File: src/rtl/tw_info_arbiter_pkg.sv
// ---------------------------------------------------------------------------
// OmpSsManager: shared tw_info memory geometry and arbiter state encoding. (rev 1.0)
// ---------------------------------------------------------------------------
`default_nettype none

package OmpSsManager;

  localparam int TW_MEM_BITS  = 4;
  localparam int TW_MEM_SIZE  = 1 << TW_MEM_BITS;
  localparam int TW_INFO_BITS = 112;

  typedef enum logic [1:0] {
    IDLE  = 2'd0,
    GRANT = 2'd1,
    DRAIN = 2'd2
  } tw_arb_state_t;

endpackage

`default_nettype wire

File: src/rtl/tw_info_arbiter_rr_priority_pick.sv
// ---------------------------------------------------------------------------
// rr_priority_pick: first set request searching cyclically from last+1. (rev 1.0)
// ---------------------------------------------------------------------------
`default_nettype none

module rr_priority_pick #(
  parameter int NUM_REQ  = 2,
  parameter int IDX_BITS = 1
) (
  input  logic [NUM_REQ-1:0]  i_req,
  input  logic [IDX_BITS-1:0] i_last,
  output logic [IDX_BITS-1:0] o_winner,
  output logic                o_found
);

  logic [IDX_BITS-1:0] w_sel;

  // Walk from the farthest candidate inward so the nearest one after last wins.
  always_comb begin
    o_winner = '0;
    o_found  = 1'b0;
    w_sel    = '0;
    for (int k = NUM_REQ; k >= 1; k--) begin
      w_sel = IDX_BITS'((int'(i_last) + k) % NUM_REQ);
      if (i_req[w_sel]) begin
        o_winner = w_sel;
        o_found  = 1'b1;
      end
    end
  end

endmodule

`default_nettype wire

File: src/rtl/tw_info_arbiter.sv
// ---------------------------------------------------------------------------
// tw_info_arbiter: non-preemptive round-robin lock on the tw_info BRAM port. (rev 1.0)
// ---------------------------------------------------------------------------
`default_nettype none

module tw_info_arbiter
  import OmpSsManager::*;
#(
  parameter int NUM_REQ   = 2,
  parameter int ADDR_BITS = TW_MEM_BITS,
  parameter int DATA_BITS = TW_INFO_BITS
) (
  input  logic                           clk,
  input  logic                           rstn,
  input  logic [NUM_REQ-1:0]             i_req,
  output logic [NUM_REQ-1:0]             o_gnt,
  input  logic [NUM_REQ*ADDR_BITS-1:0]   i_req_addr,
  input  logic [NUM_REQ-1:0]             i_req_en,
  input  logic [NUM_REQ-1:0]             i_req_we,
  input  logic [NUM_REQ*DATA_BITS-1:0]   i_req_din,
  output logic [NUM_REQ-1:0]             o_rd_valid,
  output logic [DATA_BITS-1:0]           o_rd_data,
  output logic [ADDR_BITS-1:0]           o_tw_info_addr,
  output logic                           o_tw_info_en,
  output logic                           o_tw_info_we,
  output logic [DATA_BITS-1:0]           o_tw_info_din,
  input  logic [DATA_BITS-1:0]           i_tw_info_dout,
  output logic                           o_tw_info_clk
);

  localparam int IDX_BITS = (NUM_REQ > 1) ? $clog2(NUM_REQ) : 1;

  tw_arb_state_t       r_state;
  logic [IDX_BITS-1:0] r_owner;
  logic [IDX_BITS-1:0] r_last;
  logic [NUM_REQ-1:0]  r_gnt;
  logic [NUM_REQ-1:0]  r_rd_valid;

  logic [IDX_BITS-1:0]  w_pick;
  logic                 w_found;
  logic                 w_own_req;
  logic                 w_own_en;
  logic                 w_own_we;
  logic                 w_active;
  logic                 w_rd_fire;
  logic [ADDR_BITS-1:0] w_own_addr;
  logic [DATA_BITS-1:0] w_own_din;

  rr_priority_pick #(
    .NUM_REQ  (NUM_REQ),
    .IDX_BITS (IDX_BITS)
  ) u_pick (
    .i_req    (i_req),
    .i_last   (r_last),
    .o_winner (w_pick),
    .o_found  (w_found)
  );

  assign w_own_req  = i_req[r_owner];
  assign w_own_en   = i_req_en[r_owner];
  assign w_own_we   = i_req_we[r_owner];
  assign w_own_addr = i_req_addr[int'(r_owner)*ADDR_BITS +: ADDR_BITS];
  assign w_own_din  = i_req_din[int'(r_owner)*DATA_BITS +: DATA_BITS];

  // An access in the cycle the owner drops req is discarded, not forwarded.
  assign w_active  = (r_state == GRANT) && w_own_req;
  assign w_rd_fire = w_active && w_own_en && !w_own_we;

  assign o_tw_info_addr = w_own_addr;
  assign o_tw_info_din  = w_own_din;
  assign o_tw_info_en   = w_active && w_own_en;
  assign o_tw_info_we   = w_active && w_own_we;
  assign o_tw_info_clk  = clk;

  assign o_rd_data  = i_tw_info_dout;
  assign o_gnt      = r_gnt;
  assign o_rd_valid = r_rd_valid;

  always_ff @(posedge clk or negedge rstn) begin
    if (!rstn) begin
      r_state    <= IDLE;
      r_gnt      <= '0;
      r_rd_valid <= '0;
      r_owner    <= '0;
      r_last     <= IDX_BITS'(NUM_REQ - 1);
    end else begin
      // Strobe lands with the BRAM's one-cycle read data.
      r_rd_valid <= w_rd_fire ? (NUM_REQ'(1) << r_owner) : '0;
      case (r_state)
        IDLE: begin
          if (w_found) begin
            r_owner <= w_pick;
            r_gnt   <= NUM_REQ'(1) << w_pick;
            r_state <= GRANT;
          end
        end
        GRANT: begin
          if (!w_own_req) begin
            r_gnt   <= '0;
            r_last  <= r_owner;
            r_state <= DRAIN;
          end
        end
        DRAIN: begin
          r_state <= IDLE;
        end
        default: begin
          r_state <= IDLE;
        end
      endcase
    end
  end

endmodule

`default_nettype wire

File: config.mk
export PLATFORM = sky130hd
export DESIGN_NAME = tw_info_arbiter
export DESIGN_NICKNAME = d
export VERILOG_FILES = /design/src/rtl/tw_info_arbiter_pkg.sv /design/src/rtl/tw_info_arbiter_rr_priority_pick.sv /design/src/rtl/tw_info_arbiter.sv
export SDC_FILE = /design/constraint.sdc
export NUM_CORES = 1
export LEC_CHECK = 0
export CAP_MARGIN = 20
export CORE_AREA = 4 4 226 228
export CTS_CLUSTER_DIAMETER = 80
export DETAILED_ROUTE_END_ITERATION = 10
export DIE_AREA = 0 0 230 232
export SLEW_MARGIN = 20
export SYNTH_ARGS = -nofsm -noshare
export SYNTH_HDL_FRONTEND = slang
export SYNTH_SLANG_ARGS = --single-unit
File: constraint.sdc
create_clock -name clk -period 2 [get_ports clk]
set_input_delay 0.4 -clock clk [delete_from_list [all_inputs] [get_ports clk]]
set_output_delay 0.4 -clock clk [all_outputs]
set_load 0.03 [all_outputs]
# == Word level (Yosys, flattened, before mapping) ==
# Index checks and enable logic that the tools add are counted.
# classes
n_bitwise,1
order_cmp,3
n_mul,1
reduce_logical,11
n_eq_ne,3
addsub,2
shift,4
muxes,21
div_mod_pow,0
# op_table
op,count
$shiftx 224x9->112,1
$mux 1,14
$mux 2,5
$pmux 2 s2,2
$shiftx 8x4->4,1
$lt 1x2->1 const B,3
$reduce_and 2->1,3
$logic_and 1x1->1,4
$mul 1x3->4 const B,1
$shl 1x1->2 const A,2
$reduce_and 3->1,1
$add 1x1->1 const B,2
$eq 2x1->1 const B,1
$logic_not 2->1,1
$ne 2x1->1 const B,1
$ne 2x2->1 const B,1
$reduce_bool 2->1,1
$logic_not 1->1,1
$not 1->1,1
# word_totals
latch_bits,0
ff_bits,8
input_bits,352
rom_bits,0
mem_count,0
output_inout_bits,235
word_cells,51
mem_bits_rw,0

# == Longest topological paths before layout ==
# depth
depth_word,8
mapped_depth,5
ltp_nobuf,3

# == Hierarchy ==
# From an unflattened synthesis, not the netlist that was laid out.
# hier_totals
cells_unflattened,283
area_unflattened_um2,3093.0
# by_module_without_submodules
module,cells_per_inst,seq_area_each_um2,area_per_inst_um2,n_inst
tw_info_arbiter,281,201.4,3079.2,1
rr_priority_pick,2,0.0,13.8,1

==> impl_metrics.sql <==
INSERT INTO impl_metrics (metric_group, metric, value, unit) VALUES
('finish', 'filler_cell_count', '5604', ''),
('drt', 'met3WireLength', '2.85', 'mm'),
('run_status', 'violations', 'negative setup slack', ''),
('job', 'drv_cap', '0', ''),
('global_route', 'globalRouteOverflowTotal', '0', ''),
('drt', 'firstDrtPassIters', '4', ''),
('timing', 'timing_worst_slew_pin_value', '0.415', 'ns'),
('yosys', 'compound_cell_area_share_of_the_yosys_netlist', '0.0237', ''),
('power_and_ir_drop', 'net-switching-power', '3.24', 'mW'),
('timing', 'fmax', '458', 'MHz'),
('floorplanning', 'die_y', '232', 'um'),
('yosys', 'syn_area_per_cell', '9.32', 'um2'),
('yosys', 'synth-seq-area-share', '0.0763', ''),
('drt', 'drtIter0Drc', '32', ''),
('worst_setup_path', 'worstPathBufferInverterCount', '4', ''),
('power_and_ir_drop', 'power_density', '1080', 'nW/um2'),
('timing', 'timing.max_slew.rel_slack', '0.723', ''),
('finish', 'area_overhead_of_the_layout_relative_to_synthesis', '144', '%'),
('global_route', 'grtUsageTotal', '0.0514', ''),
('worst_setup_path', 'setup.worst_path.class', 'flip-flop to output pin', ''),
('finish', 'drive_above_1_share', '0.503', ''),
('timing', 'unrepaired_setup_endpoints_after_global_routing', 'true', ''),
('timing', 'setup_viol', '110', ''),
('worst_setup_path', 'r2r_setup_slack', '0.21', 'ns'),
('global_route', 'grt_antenna_before_repair', '1', ''),
('worst_setup_path', 'worst_setup_path_end_kind', 'output pin', ''),
('timing', 'setup_tns', '-6.25', 'ns'),
('power_and_ir_drop', 'power_switching_share', '0.465', ''),
('drt', 'dr.max_layer_used', 'met5', ''),
('run_status', 'outcome', 'finished, violations left', ''),
('cts', 'clkTransAtPathRegs', '0.04', 'ns'),
('yosys', 'yosys-mux-area-fraction', '0.505', ''),
('hold_path', 'worst_hold_path_type', 'input port to async pin', ''),
('global_route', 'grt_pass1_wl', '20.6', 'mm'),
('worst_setup_path', 'crit_path_frequent_cell', 'buf_6', ''),
('drt', 'drt-wirelength-per-cell', '12.5', 'um'),
('power_and_ir_drop', 'cellInternalPower', '3.72', 'mW'),
('worst_setup_path', 'cp_max_fo', '4', ''),
('finish', 'fin_area', '6430', 'um2'),
('global_route', 'grt_start_max_net_pins', '19', ''),
('cts', 'clkLatencyLatePin', '0.35', 'ns'),
('yosys', 'syn_inst', '283', ''),
('yosys', 'synth_seq_cells', '8', ''),
('drt', 'final_antenna_net_count', '0', ''),
('yosys', 'post_synth_xor_area_fraction', '0', ''),
('drt', 'drc_errors', '0', ''),
('power_and_ir_drop', 'power.static_leakage', '2.45', 'nW'),
('finish', 'layout.nets', '906', ''),
('timing', 'min_period', '2.18', 'ns'),
('worst_setup_path', 'arrival', '1.78', 'ns'),
('power_and_ir_drop', 'power_frac_clock', '0.103', ''),
('power_and_ir_drop', 'power.combinational.fraction', '0.854', ''),
('global_route', 'vias_in_the_first_global_route', '3585', ''),
('floorplanning', 'initial_core_util', '0.0540', ''),
('worst_setup_path', 'slowest_stage', 'dfrtp_4', ''),
('floorplanning', 'placementRows', '81', ''),
('worst_setup_path', 'ff2ff_path_depth', '7', ''),
('timing', 'setup_slack', '-0.183', 'ns'),
('drt', 'met1Wirelength', '4.07', 'mm'),
('yosys', 'synth_adder_area_share', '0', ''),
('yosys', 'count_of_flip_flops_with_a_built_in_enable_after_synthesis', '0', ''),
('yosys', 'syn_nets', '635', ''),
('yosys', 'synth_simple_gate_area_frac', '0.0327', ''),
('yosys', 'ys_async_sr_fraction', '1.00', ''),
('floorplanning', 'die_area', '53400', 'um2'),
('drt', 'via_count', '3186', ''),
('floorplanning', 'dieWidth', '230', 'um'),
('timing', 'fin_worst_skew', '0.00588', 'ns'),
('place', 'place.gp.congestion', '0.679', ''),
('yosys', 'synth-warning-count', '0', ''),
('timing', 'final.period_utilization', '1.09', '');
==> Yosys cell counts, types with 3 or more instances <==
library cell | count | area (um2)
dfrtp_1 | 7 | 175
nand2_1 | 3 | 11.3
nor2_1 | 3 | 11.3
buf_2 | 6 | 30.0
inv_1 | 3 | 11.3
a21oi_1 | 3 | 15.0
o21ai_0 | 4 | 20.0
nand2b_1 | 5 | 31.3
nor3_1 | 3 | 15.0
buf_4 | 119 | 893
mux2_2 | 116 | 1310
==> power groups by stage <==
stage / Sequential, mW / Combinational (mW) / Clock, mW
6_report: 0.301 / 5.95 / 0.718
5_1_grt: 0.312 / 6.30 / 0.752
4_1_cts: 0.301 / 6.03 / 0.726
3_5_place_dp: 0.299 / 5.85 / 0.0833
3_3_place_gp: 0.295 / 5.84 / 0.0833
2_1_floorplan: 0.318 / 3.75 / 0.0749
==> kinds of logic (layout without fill, tap and decap cells) <==
group,Yosys count,in the layout
DFF,8,8
and+or+nand+nor,17,17
AOI/OAI and AO/OA,10,10
buffers and inverters,130,400
muxes,118,118
==> cell usage in the layout (no fill, tap or decap), drive strengths merged <==
cell,instances
clkdlybuf4s50,241
buf,148
mux2,117
clkbuf,7
dfrtp,7
nand2b,5
o21ai,4
nand2,3
nor3,3
inv,3
a21oi,3
nor2,3
nand3,2
mux2i,1
a311oi,1
a31oi,1
nor3b,1
a211oi,1
clkdlybuf4s15,1
dfstp,1
==> per-layer routing <==
layer  vias to the layer above  GRT usage
li1                       1403          -
met4                         2     0.0350
met2                       370     0.0950
met5                         -          0
met3                        51     0.0355
met1                      1360     0.0369
==> stage by stage <==
step / setup slack (ns) / cells / total power [mW] / util / hold WS, ns
6_report: -0.183 / 1217 / 6.97 / 0.132 / 0.355
5_1_grt: -0.230 / 1217 / 7.37 / 0.132 / 0.390
4_1_cts: -0.225 / 1216 / 7.05 / 0.133 / 0.375
3_5_place_dp: -0.137 / 1201 / 6.24 / 0.129 / 0.488
3_3_place_gp: -0.122 / 1201 / 6.21 / 0.129 / 0.481
2_1_floorplan: 0.266 / 283 / 4.15 / - / 0.104
==> state kept, by name, summed over array words and instances, names as in the netlist <==
name / count
r_state: 2
r_owner: 1
o_rd_valid: 2
r_last: 1
o_gnt: 2
==> layout make-up <==
| class | count | share of cell area |
|---|---|---|
| well taps | 664 | 0.129 |
| flip-flops and latches | 8 | 0.0319 |
| repair buffers | 389 | 0.577 |
| inverters | 3 | 0.00175 |
| multi-input cells | 145 | 0.235 |
| clock buffers | 8 | 0.0255 |
==> worst max-delay path by stage <==
stage                                   start           endpoint  slack (ns)  cells past startpoint
after CTS                 r_owner$_DFFE_PN0P_       o_tw_info_we       -0.22                      7
after global routing      r_owner$_DFFE_PN0P_       o_tw_info_en       -0.23                      7
after floorplan           r_owner$_DFFE_PN0P_       o_tw_info_en        0.27                      5
final                     r_owner$_DFFE_PN0P_       o_tw_info_we       -0.18                      7
after global placement    r_owner$_DFFE_PN0P_   o_tw_info_din[6]       -0.12                      4
after detailed placement  r_owner$_DFFE_PN0P_  o_tw_info_din[19]       -0.14                      4
==> repair_timing <==
action | 4_1_cts | 5_1_grt
setup endpoints to repair | 119 | 113
resized for setup | 531 | 76
pin swaps | 1 | 2
setup buffers | 7 | 3
gates cloned | 1 | 0
(Power assumes the default switching activity.)
